$ cat src/rtl/whack_game_ctrl.sv
`timescale 1ns/1ps
`default_nettype none
// ============================================================================
// Module      : whack_game_ctrl
// Description : Whack-a-mole controller. Produces game state, score and miss
//               count; optional WHACK_SPEEDUP_EN shortens moles on each hit.
// Revision    : 1.0  initial release
// ============================================================================
module whack_game_ctrl #(
  parameter int MOLE_TICKS = 25_000_000,
  parameter int GAP_TICKS  = 12_500_000,
  parameter int MISS_LIMIT = 3
) (
  input  logic       iClock,
  input  logic       iResetn,
  input  logic       iStart,
  input  logic [3:0] iKeys,
  output logic [2:0] oState,
  output logic [7:0] oScore,
  output logic [3:0] oMisses,
  output logic       oNewFrame
);

  localparam int TMAX = (MOLE_TICKS > GAP_TICKS) ? MOLE_TICKS : GAP_TICKS;
  localparam int TW   = $clog2(TMAX);

  localparam logic [TW-1:0] GAP_LAST  = TW'(GAP_TICKS - 1);
  localparam logic [TW-1:0] MOLE_LAST = TW'(MOLE_TICKS - 1);
  localparam logic [TW-1:0] T_ONE     = TW'(1);
  localparam logic [3:0]    MISS_MAX  = 4'(MISS_LIMIT);

  localparam logic [2:0] S_START    = 3'b000;
  localparam logic [2:0] S_GAME     = 3'b001;
  localparam logic [2:0] S_MOLE1    = 3'b010;
  localparam logic [2:0] S_MOLE2    = 3'b011;
  localparam logic [2:0] S_MOLE3    = 3'b100;
  localparam logic [2:0] S_MOLE4    = 3'b101;
  localparam logic [2:0] S_GAMEOVER = 3'b110;

  logic [2:0]    state_q, state_d;
  logic [TW-1:0] timer_q, timer_d;
  logic [7:0]    lfsr_q, lfsr_d;
  logic [3:0]    keys_q, keys_d;
  logic          start_q, start_d;
  logic [7:0]    score_q, score_d;
  logic [3:0]    misses_q, misses_d;
  logic          new_frame_q, new_frame_d;

  logic [3:0]    key_edge;
  logic          start_edge;
  logic [1:0]    mole_idx;
  logic          timer_zero;
  logic [TW-1:0] mole_last;

`ifdef WHACK_SPEEDUP_EN
  localparam logic [TW-1:0] STEP       = TW'(MOLE_TICKS / 16);
  localparam logic [TW-1:0] FLOOR_LAST = TW'(MOLE_TICKS / 4 - 1);

  logic [TW-1:0] mole_last_q, mole_last_d;
  assign mole_last = mole_last_q;

  always_ff @(posedge iClock) begin
    if (!iResetn) begin
      mole_last_q <= MOLE_LAST;
    end else begin
      mole_last_q <= mole_last_d;
    end
  end
`else
  assign mole_last = MOLE_LAST;
`endif

  // State register (all flops)
  always_ff @(posedge iClock) begin
    if (!iResetn) begin
      state_q     <= S_START;
      timer_q     <= '0;
      lfsr_q      <= 8'hA5;
      keys_q      <= 4'b0000;
      start_q     <= 1'b0;
      score_q     <= 8'd0;
      misses_q    <= 4'd0;
      new_frame_q <= 1'b0;
    end else begin
      state_q     <= state_d;
      timer_q     <= timer_d;
      lfsr_q      <= lfsr_d;
      keys_q      <= keys_d;
      start_q     <= start_d;
      score_q     <= score_d;
      misses_q    <= misses_d;
      new_frame_q <= new_frame_d;
    end
  end

  // Next-state and datapath
  always_comb begin
    keys_d      = iKeys;
    start_d     = iStart;
    key_edge    = iKeys & ~keys_q;
    start_edge  = iStart & ~start_q;
    mole_idx    = 2'(state_q - S_MOLE1);
    timer_zero  = (timer_q == '0);
    state_d     = state_q;
    timer_d     = timer_q;
    score_d     = score_q;
    misses_d    = misses_q;
`ifdef WHACK_SPEEDUP_EN
    mole_last_d = mole_last_q;
`endif

    case (state_q)
      S_START: begin
        if (start_edge) begin
          score_d  = 8'd0;
          misses_d = 4'd0;
          timer_d  = GAP_LAST;
          state_d  = S_GAME;
`ifdef WHACK_SPEEDUP_EN
          mole_last_d = MOLE_LAST;
`endif
        end
      end
      S_GAME: begin
        if (timer_zero) begin
          state_d = S_MOLE1 + {1'b0, lfsr_q[1:0]};
          timer_d = mole_last;
        end else begin
          timer_d = timer_q - T_ONE;
        end
      end
      S_MOLE1, S_MOLE2, S_MOLE3, S_MOLE4: begin
        if (key_edge[mole_idx]) begin
          score_d = (score_q == 8'hFF) ? score_q : score_q + 8'd1;
          timer_d = GAP_LAST;
          state_d = S_GAME;
`ifdef WHACK_SPEEDUP_EN
          mole_last_d = (mole_last_q >= FLOOR_LAST + STEP) ? mole_last_q - STEP : FLOOR_LAST;
`endif
        end else if ((key_edge != 4'b0000) || timer_zero) begin
          // A wrong key on the final cycle is one miss and still ends the mole.
          misses_d = misses_q + 4'd1;
          if (misses_d == MISS_MAX) begin
            state_d = S_GAMEOVER;
          end else if (timer_zero) begin
            timer_d = GAP_LAST;
            state_d = S_GAME;
          end else begin
            timer_d = timer_q - T_ONE;
          end
        end else begin
          timer_d = timer_q - T_ONE;
        end
      end
      S_GAMEOVER: begin
        if (start_edge) begin
          state_d = S_START;
        end
      end
      default: begin
        state_d = S_START;
      end
    endcase

    new_frame_d = (state_d != state_q);
    lfsr_d      = {lfsr_q[6:0], lfsr_q[7] ^ lfsr_q[5] ^ lfsr_q[4] ^ lfsr_q[3]};
  end

  // Outputs
  always_comb begin
    oState    = state_q;
    oScore    = score_q;
    oMisses   = misses_q;
    oNewFrame = new_frame_q;
  end

endmodule
`default_nettype wire
$ cat config.mk
export PLATFORM = sky130hd
export DESIGN_NAME = whack_game_ctrl
export DESIGN_NICKNAME = d
export VERILOG_FILES = /design/src/rtl/whack_game_ctrl.sv
export SDC_FILE = /design/constraint.sdc
export NUM_CORES = 1
export LEC_CHECK = 0
export ABC_AREA = 1
export CAP_MARGIN = 25
export CELL_PAD_IN_SITES_DETAIL_PLACEMENT = 0
export CELL_PAD_IN_SITES_GLOBAL_PLACEMENT = 1
export CORE_UTILIZATION = 38
export CTS_CLUSTER_DIAMETER = 30
export CTS_CLUSTER_SIZE = 16
export DETAILED_ROUTE_END_ITERATION = 12
export PLACE_DENSITY = 0.75
export SLEW_MARGIN = 20
export SYNTH_ARGS = -nofsm -noshare
export SYNTH_HDL_FRONTEND = slang
export SYNTH_SLANG_ARGS = --single-unit
$ cat constraint.sdc
create_clock -name iClock -period 2.05 [get_ports iClock]
set_input_delay 0.41 -clock iClock [delete_from_list [all_inputs] [get_ports iClock]]
set_output_delay 0.41 -clock iClock [all_outputs]
set_load 0.005 [all_outputs]
; Word-level counts from Yosys, hierarchy flattened
; Index checks and enable logic that the tools add are counted.
[totals]
register_bits = 54
latchBits = 0
mem_bits_rw = 0
rom_bits = 0
in_bits = 7
elab_cells = 71
memories = 0
[classes]
addsub = 5
multipliers = 0
div = 0
n_lt_le_gt_ge = 1
eq_ne = 15
n_shift = 0
muxes = 25
bitwise_logic = 7
n_reduce_logical = 10
[ops]
columns = op, count
row1 = 25-bit 2-to-1 mux, 6
row2 = 25-bit case mux with 3 select lines, 1
row3 = 25-bit logical NOT, 1
row4 = "25-bit by 1-bit subtractor with 25-bit output, second input constant", 1
row5 = 8-bit 2-to-1 mux, 3
row6 = 3-bit 2-to-1 mux, 7
row7 = 8-bit case mux with 2 select lines, 1
row8 = 4-bit 2-to-1 mux, 3
row9 = 3-bit case mux with 4 select lines, 1
row10 = "2-bit inequality test, second input constant", 5
row11 = "3-bit == test, second input constant", 3
row12 = "8-bit by 1-bit adder with 8-bit output, second input constant", 1
row13 = "8-bit == test, second input constant", 1
row14 = 4-bit case mux with 2 select lines, 1
row15 = 4-bit AND reduction, 2
row16 = "3-bit by 2-bit == test with 1-bit output, second input constant", 2
row17 = "4-bit by 1-bit adder with 4-bit output, second input constant", 1
row18 = 4-bit AND, 1
row19 = "4-bit by 2-bit == test with 1-bit output, second input constant", 1
row20 = "4-bit inequality test, second input constant", 1
row21 = 4-bit NOT, 1
row22 = 4-bit nonzero test, 1
row23 = 4-bit OR reduction, 1
row24 = "2-bit by 2-bit adder with 3-bit output, first input constant", 1
row25 = other kinds (14), 16

; Depth between registers and ports, before layout
[depth]
ltp_word = 8
ltp_mapped = 15

; Least setup slack after synthesis
; No wires, ideal clock.
[synth_timing]
path_kind = reg2reg
startpoint = register state_q[1], in the netlist oState[1]
endpoint = register score_q[7], in the netlist oScore[7]
setup_ns = 0.115
t_arrival_ns = 1.997
required_ns = 1.935
path_slack_ns = -0.062
stages_incl_launch_ff = 16
path_buffers = 1
synth_period_minus_slack_ns = 2.112
path_cell_list = dfxtp_1 -> inv_1 -> ha_1 -> clkbuf_1 -> nor2_1 -> inv_1 -> nor2_1 -> inv_1 -> nand2_1 -> nand2_1 -> inv_2 -> nand2_1 -> nor3_2 -> nand3_1 -> nand2_1 -> nor2_1
[synth_via]
elab_chain_cells = 5
word_cells_on_any_way = 15
[synth_lines]
columns = element, line
row1 = "start, declared", 40  ; logic [2:0] state_q, state_d;
row2 = "start signal, assigned", 85  ; state_q <= state_d;
row3 = 2-bit subtractor, 102  ; mole_idx = 2'(state_q - S_MOLE1);
row4 = 1-bit binary-select mux with 2-bit select, 133  ; if (key_edge[mole_idx]) begin
row5 = 1-bit 2-to-1 mux (implied by the code), 133
row6 = 2-bit inequality test (no source line), -
row7 = 4-bit AND reduction (no source line), -
row8 = "end signal, assigned", 90  ; score_q <= score_d;
row9 = "end, declared", 45  ; logic [7:0] score_q, score_d;
; Several ways; a longest one is shown, not always the timed one. The select of a mux whose other input is x is not followed.
; A chain may end at the register's enable or synchronous reset.

; Worst setup path in the final report
[layout_timing]
startpoint = input iKeys[1]
endpoint = register new_frame_q, in the netlist oNewFrame
[layout_via]
elab_chain_cells = 7
word_cells_on_any_way = 9
[layout_lines]
columns = element, line
row1 = "start, declared", 17  ; input logic [3:0] iKeys,
row2 = 4-bit AND *, 100  ; key_edge = iKeys & ~keys_q;
row3 = 4-bit nonzero test, 140  ; end else if ((key_edge != 4'b0000) || timer_zero) begin
row4 = 1-bit logical OR, 140
row5 = 3-bit 2-to-1 mux, 140
row6 = 3-bit 2-to-1 mux *, 133
row7 = 3-bit case mux with 4 select lines *, 112  ; case (state_q)
row8 = 3-bit inequality test *, 165  ; new_frame_d = (state_d != state_q);
row9 = "end signal, assigned", 92  ; new_frame_q <= new_frame_d;
row10 = "end, declared", 47  ; logic new_frame_q, new_frame_d;
; Mark *: on every way between the ends. The rest lies on a longest branch, timed or not. The select of a mux whose other input is x is not followed.

==> impl_metrics.csv <==
group,metric,value,unit
outcome,outcome,"finished, final reports clean",
synth,yosys.area.top_type,"dfxtp_1",
synth,synth-seq-area-share,36.2,%
synth,synth_compound_area_share,14.0,%
worst_hold_path,min_path_type,"in2reg",
detailed_routing,firstDrtPassIters,4,
setup_path,crit_path_end_kind,"register",
power_and_ir_drop,clock_power_share,27.8,%
timing,clock_skew,0.00710,ns
timing,slew_violations,0,
setup_path,worst-setup-path-type,"in2reg",
synth,muxShareOfSynthArea,0,%
synth,synth_most_common_cell,"nand2_1",
synth,synth-edff-count,0,
setup_path,start_kind,"input port",
setup_path,required,2.25,ns
setup_path,crit_arrival,2.11,ns
global_routing,grt_pass1_wl,12.2,mm
floorplan,io_pins,23,
power_and_ir_drop,power_frac_seq,45.2,%
timing,timing.final.ws_setup,0.131,ns
synth,synth_top_family_by_area,"simple AND/OR/NAND/NOR gates",
timing,max-slew-margin-rel,71.4,%
clock_tree,cts_sinks,54,
synth,syn_nets,457,
detailed_routing,totalWireLength,7.14,mm
detailed_routing,post_drt_via_cell_ratio,4.70,
power_and_ir_drop,irDropWorstVdd,307,uV
final_layout,fillCellCount,750,
synth,synthSimpleGateAreaFrac,32.7,%
final_layout,drive_above_1_share,22.0,%
synth,synthXorXnorAreaFrac,3.52,%
clock_tree,cts-root-buf,"clkbuf_8",
power_and_ir_drop,p_int,0.00183,W
final_layout,multi_input_area,0.00171,mm2
placed_design,io_buffers,22,
placed_design,dpl_cell_area,0.00361,mm2
floorplan,dieWidth,90.7,um
clock_tree,clock_latency,0.30,ns
synth,synth_top_flop_cell,"dfxtp_1",
job,drv_cap,0,
final_layout,syn_to_final_growth,31.0,%
floorplan,core-area,0.00741,mm2
synth,synth-seq-cells,54,
global_routing,antenna_found_initial,0,
power_and_ir_drop,p_comb_share,27.1,%
synth,synth_top_area_share,36.2,%
power_and_ir_drop,p_sw,0.000829,W
placed_design,gp_congestion,0.834,
timing,worst_pin_slew,0.425,ns
synth,yosys.area_share.adder,2.51,%
final_layout,final_nets,527,
floorplan,die_area,0.00822,mm2
clock_tree,htree_num_levels,2,
timing,setup-violations-final,0,
clock_tree,clockBufferDepth,2,
detailed_routing,drt_iter0_drc,72,
setup_path,cp_max_fo,4,
timing,period_needed,1.92,ns
timing,fmax,521,MHz
timing,fin_crit_sh,93.6,%
synth,synth_cell_type_count,42,
setup_path,r2r-start,"oState[2]",
final_layout,design_area,0.00391,mm2
detailed_routing,vias,2884,
timing,rsz0062_at_grt,"yes",
clock_tree,clkTransAtPathRegs,0.10,ns
setup_path,cp-startpoint,"iKeys[1]",
power_and_ir_drop,powerDensity,680,mW/mm2
global_routing,grt_remaining_overflow,0,
floorplan,start_util,40.3,%
synth,synth_top_cells_by_count,"nand2_1, nor2_1, inv_1",
clock_tree,cts_tree,"yes",
floorplan,placementRows,31,
global_routing,grtUsageTotal,18.2,%
global_routing,first_global_vias,2749,
synth,post_synth_main_area_contributors,"dfxtp_1, nand2_1, nor2_1",
detailed_routing,ant_nets,0,
synth,synth_cells,444,
final_layout,diodes,0,
synth,async_reset_ff_share,0,%
synth,syn_area,0.00299,mm2
detailed_routing,remaining_drc_errors,0,
synth,ys.warnings.count,0,
detailed_routing,routedWlPerCell,11.6,um
floorplan,die_h,90.7,um
clock_tree,numCtsBuffers,5,
power_and_ir_drop,netSwitchingFraction,31.2,%
global_routing,grt_max_degree,19,
power_and_ir_drop,p_leak,1.79,nW
placed_design,dp_slack,-0.333,ns
final_layout,seqCellArea,0.00109,mm2
synth,syn_avg_cell_area,6.73,um2
timing,final-hold-violation-count,0,
placed_design,dp_hpwl,5.57,mm
final_layout,utilization,52.8,%
clock_tree,cts_hold_buf,0,
worst_hold_path,min_from,"iStart",
==> power by group through the flow <==
stage	clock network, W	logic [W]	registers [W]
global placement	0	0.000656	0.00122
finish	0.000739	0.000720	0.00120
floorplan	0	0.000443	0.00121
global route	0.000805	0.000817	0.00121
detailed placement	0	0.000663	0.00122
CTS	0.000767	0.000671	0.00120
==> logic make-up (layout without fill, tap and decap cells) <==
kind of cell	count (synthesis)	count (layout)
AOI/OAI and AO/OA	71	71
xor gates and xnor gates	12	12
and+or+nand+nor	220	220
adders and majority gates	6	6
buffers and inverters	81	151
DFF	54	54
==> what timing repair did <==
action | CTS | global route
endpoints found under the setup margin | 11 | 37
setup buffers | 0 | 5
pin swaps | 0 | 10
gates resized for setup | 2 | 42
==> layout by cell type (no fill, tap or decap), drive strengths merged <==
cell	instances
ha	6
nor3b	4
a22oi	2
clkinvlp	1
nor3	8
dfxtp	54
nand2	87
clkbuf	6
o21ai	29
nand3b	1
or2	4
a31oi	6
xnor2	4
xor2	8
nand4	4
dlymetal6s2s	1
o22ai	2
nor4	2
bufinv	1
a21oi	24
a221oi	1
clkdlybuf4s50	21
nand3	33
a211oi	4
o211a	1
buf	50
inv	71
nor2	77
o31ai	2
==> layer usage <==
metal	track usage [%]	share of wire, %
met1	23.0	49
met2	32.2	48
met3	2.44	1.8
met4	4.84	0.98
met5	0	0
==> registers in the layout, indices dropped and copies added, names as in the netlist <==
| register | flops |
|---|---|
| keys_q | 4 |
| lfsr_q | 8 |
| oMisses | 4 |
| oNewFrame | 1 |
| oScore | 8 |
| oState | 3 |
| start_q | 1 |
| timer_q | 25 |
==> stage by stage <==
step	instances	hold WS [ns]	power (W)	TNS (ns)
after global placement	601	0.397	0.00187	-5.96
after CTS	608	0.421	0.00263	0
after global routing	613	0.355	0.00284	-0.0957
after detailed placement	601	0.403	0.00188	-6.56
final	613	0.333	0.00266	0
after floorplan	444	0.390	0.00165	0
==> path summary, 6_finish.rpt <==
check | endpoint | slack (ns) | cells after the start
setup / recovery | oNewFrame | 0.13 | 14
hold / removal | start_q | 0.33 | 3
hold reg to reg | lfsr_q[3] | 0.42 | 2
setup reg to reg | oNewFrame | 0.16 | 12
==> final cells by class <==
class	count	area share (%)
clock buffer	6	2.11
timing repair buffer	72	15.5
clock inverter	1	0.767
tap	99	3.16
multi-input combinational	309	43.6
inverter	72	7.07
sequential	54	27.8
==> critical path, cell delays in order <==
cell and delay (ns):
clkdlybuf4s50_1 0.42, nand2_1 0.10, nor2_1 0.04, nor2_1 0.12
nand3_2 0.12, nor2_4 0.15, nand3_2 0.13, buf_4 0.15
nand3_1 0.09, nand2_1 0.08, nand2_1 0.07, nand2_1 0.05
nor2_1 0.11, a21oi_1 0.07
Power figures use the tool's default switching activity.
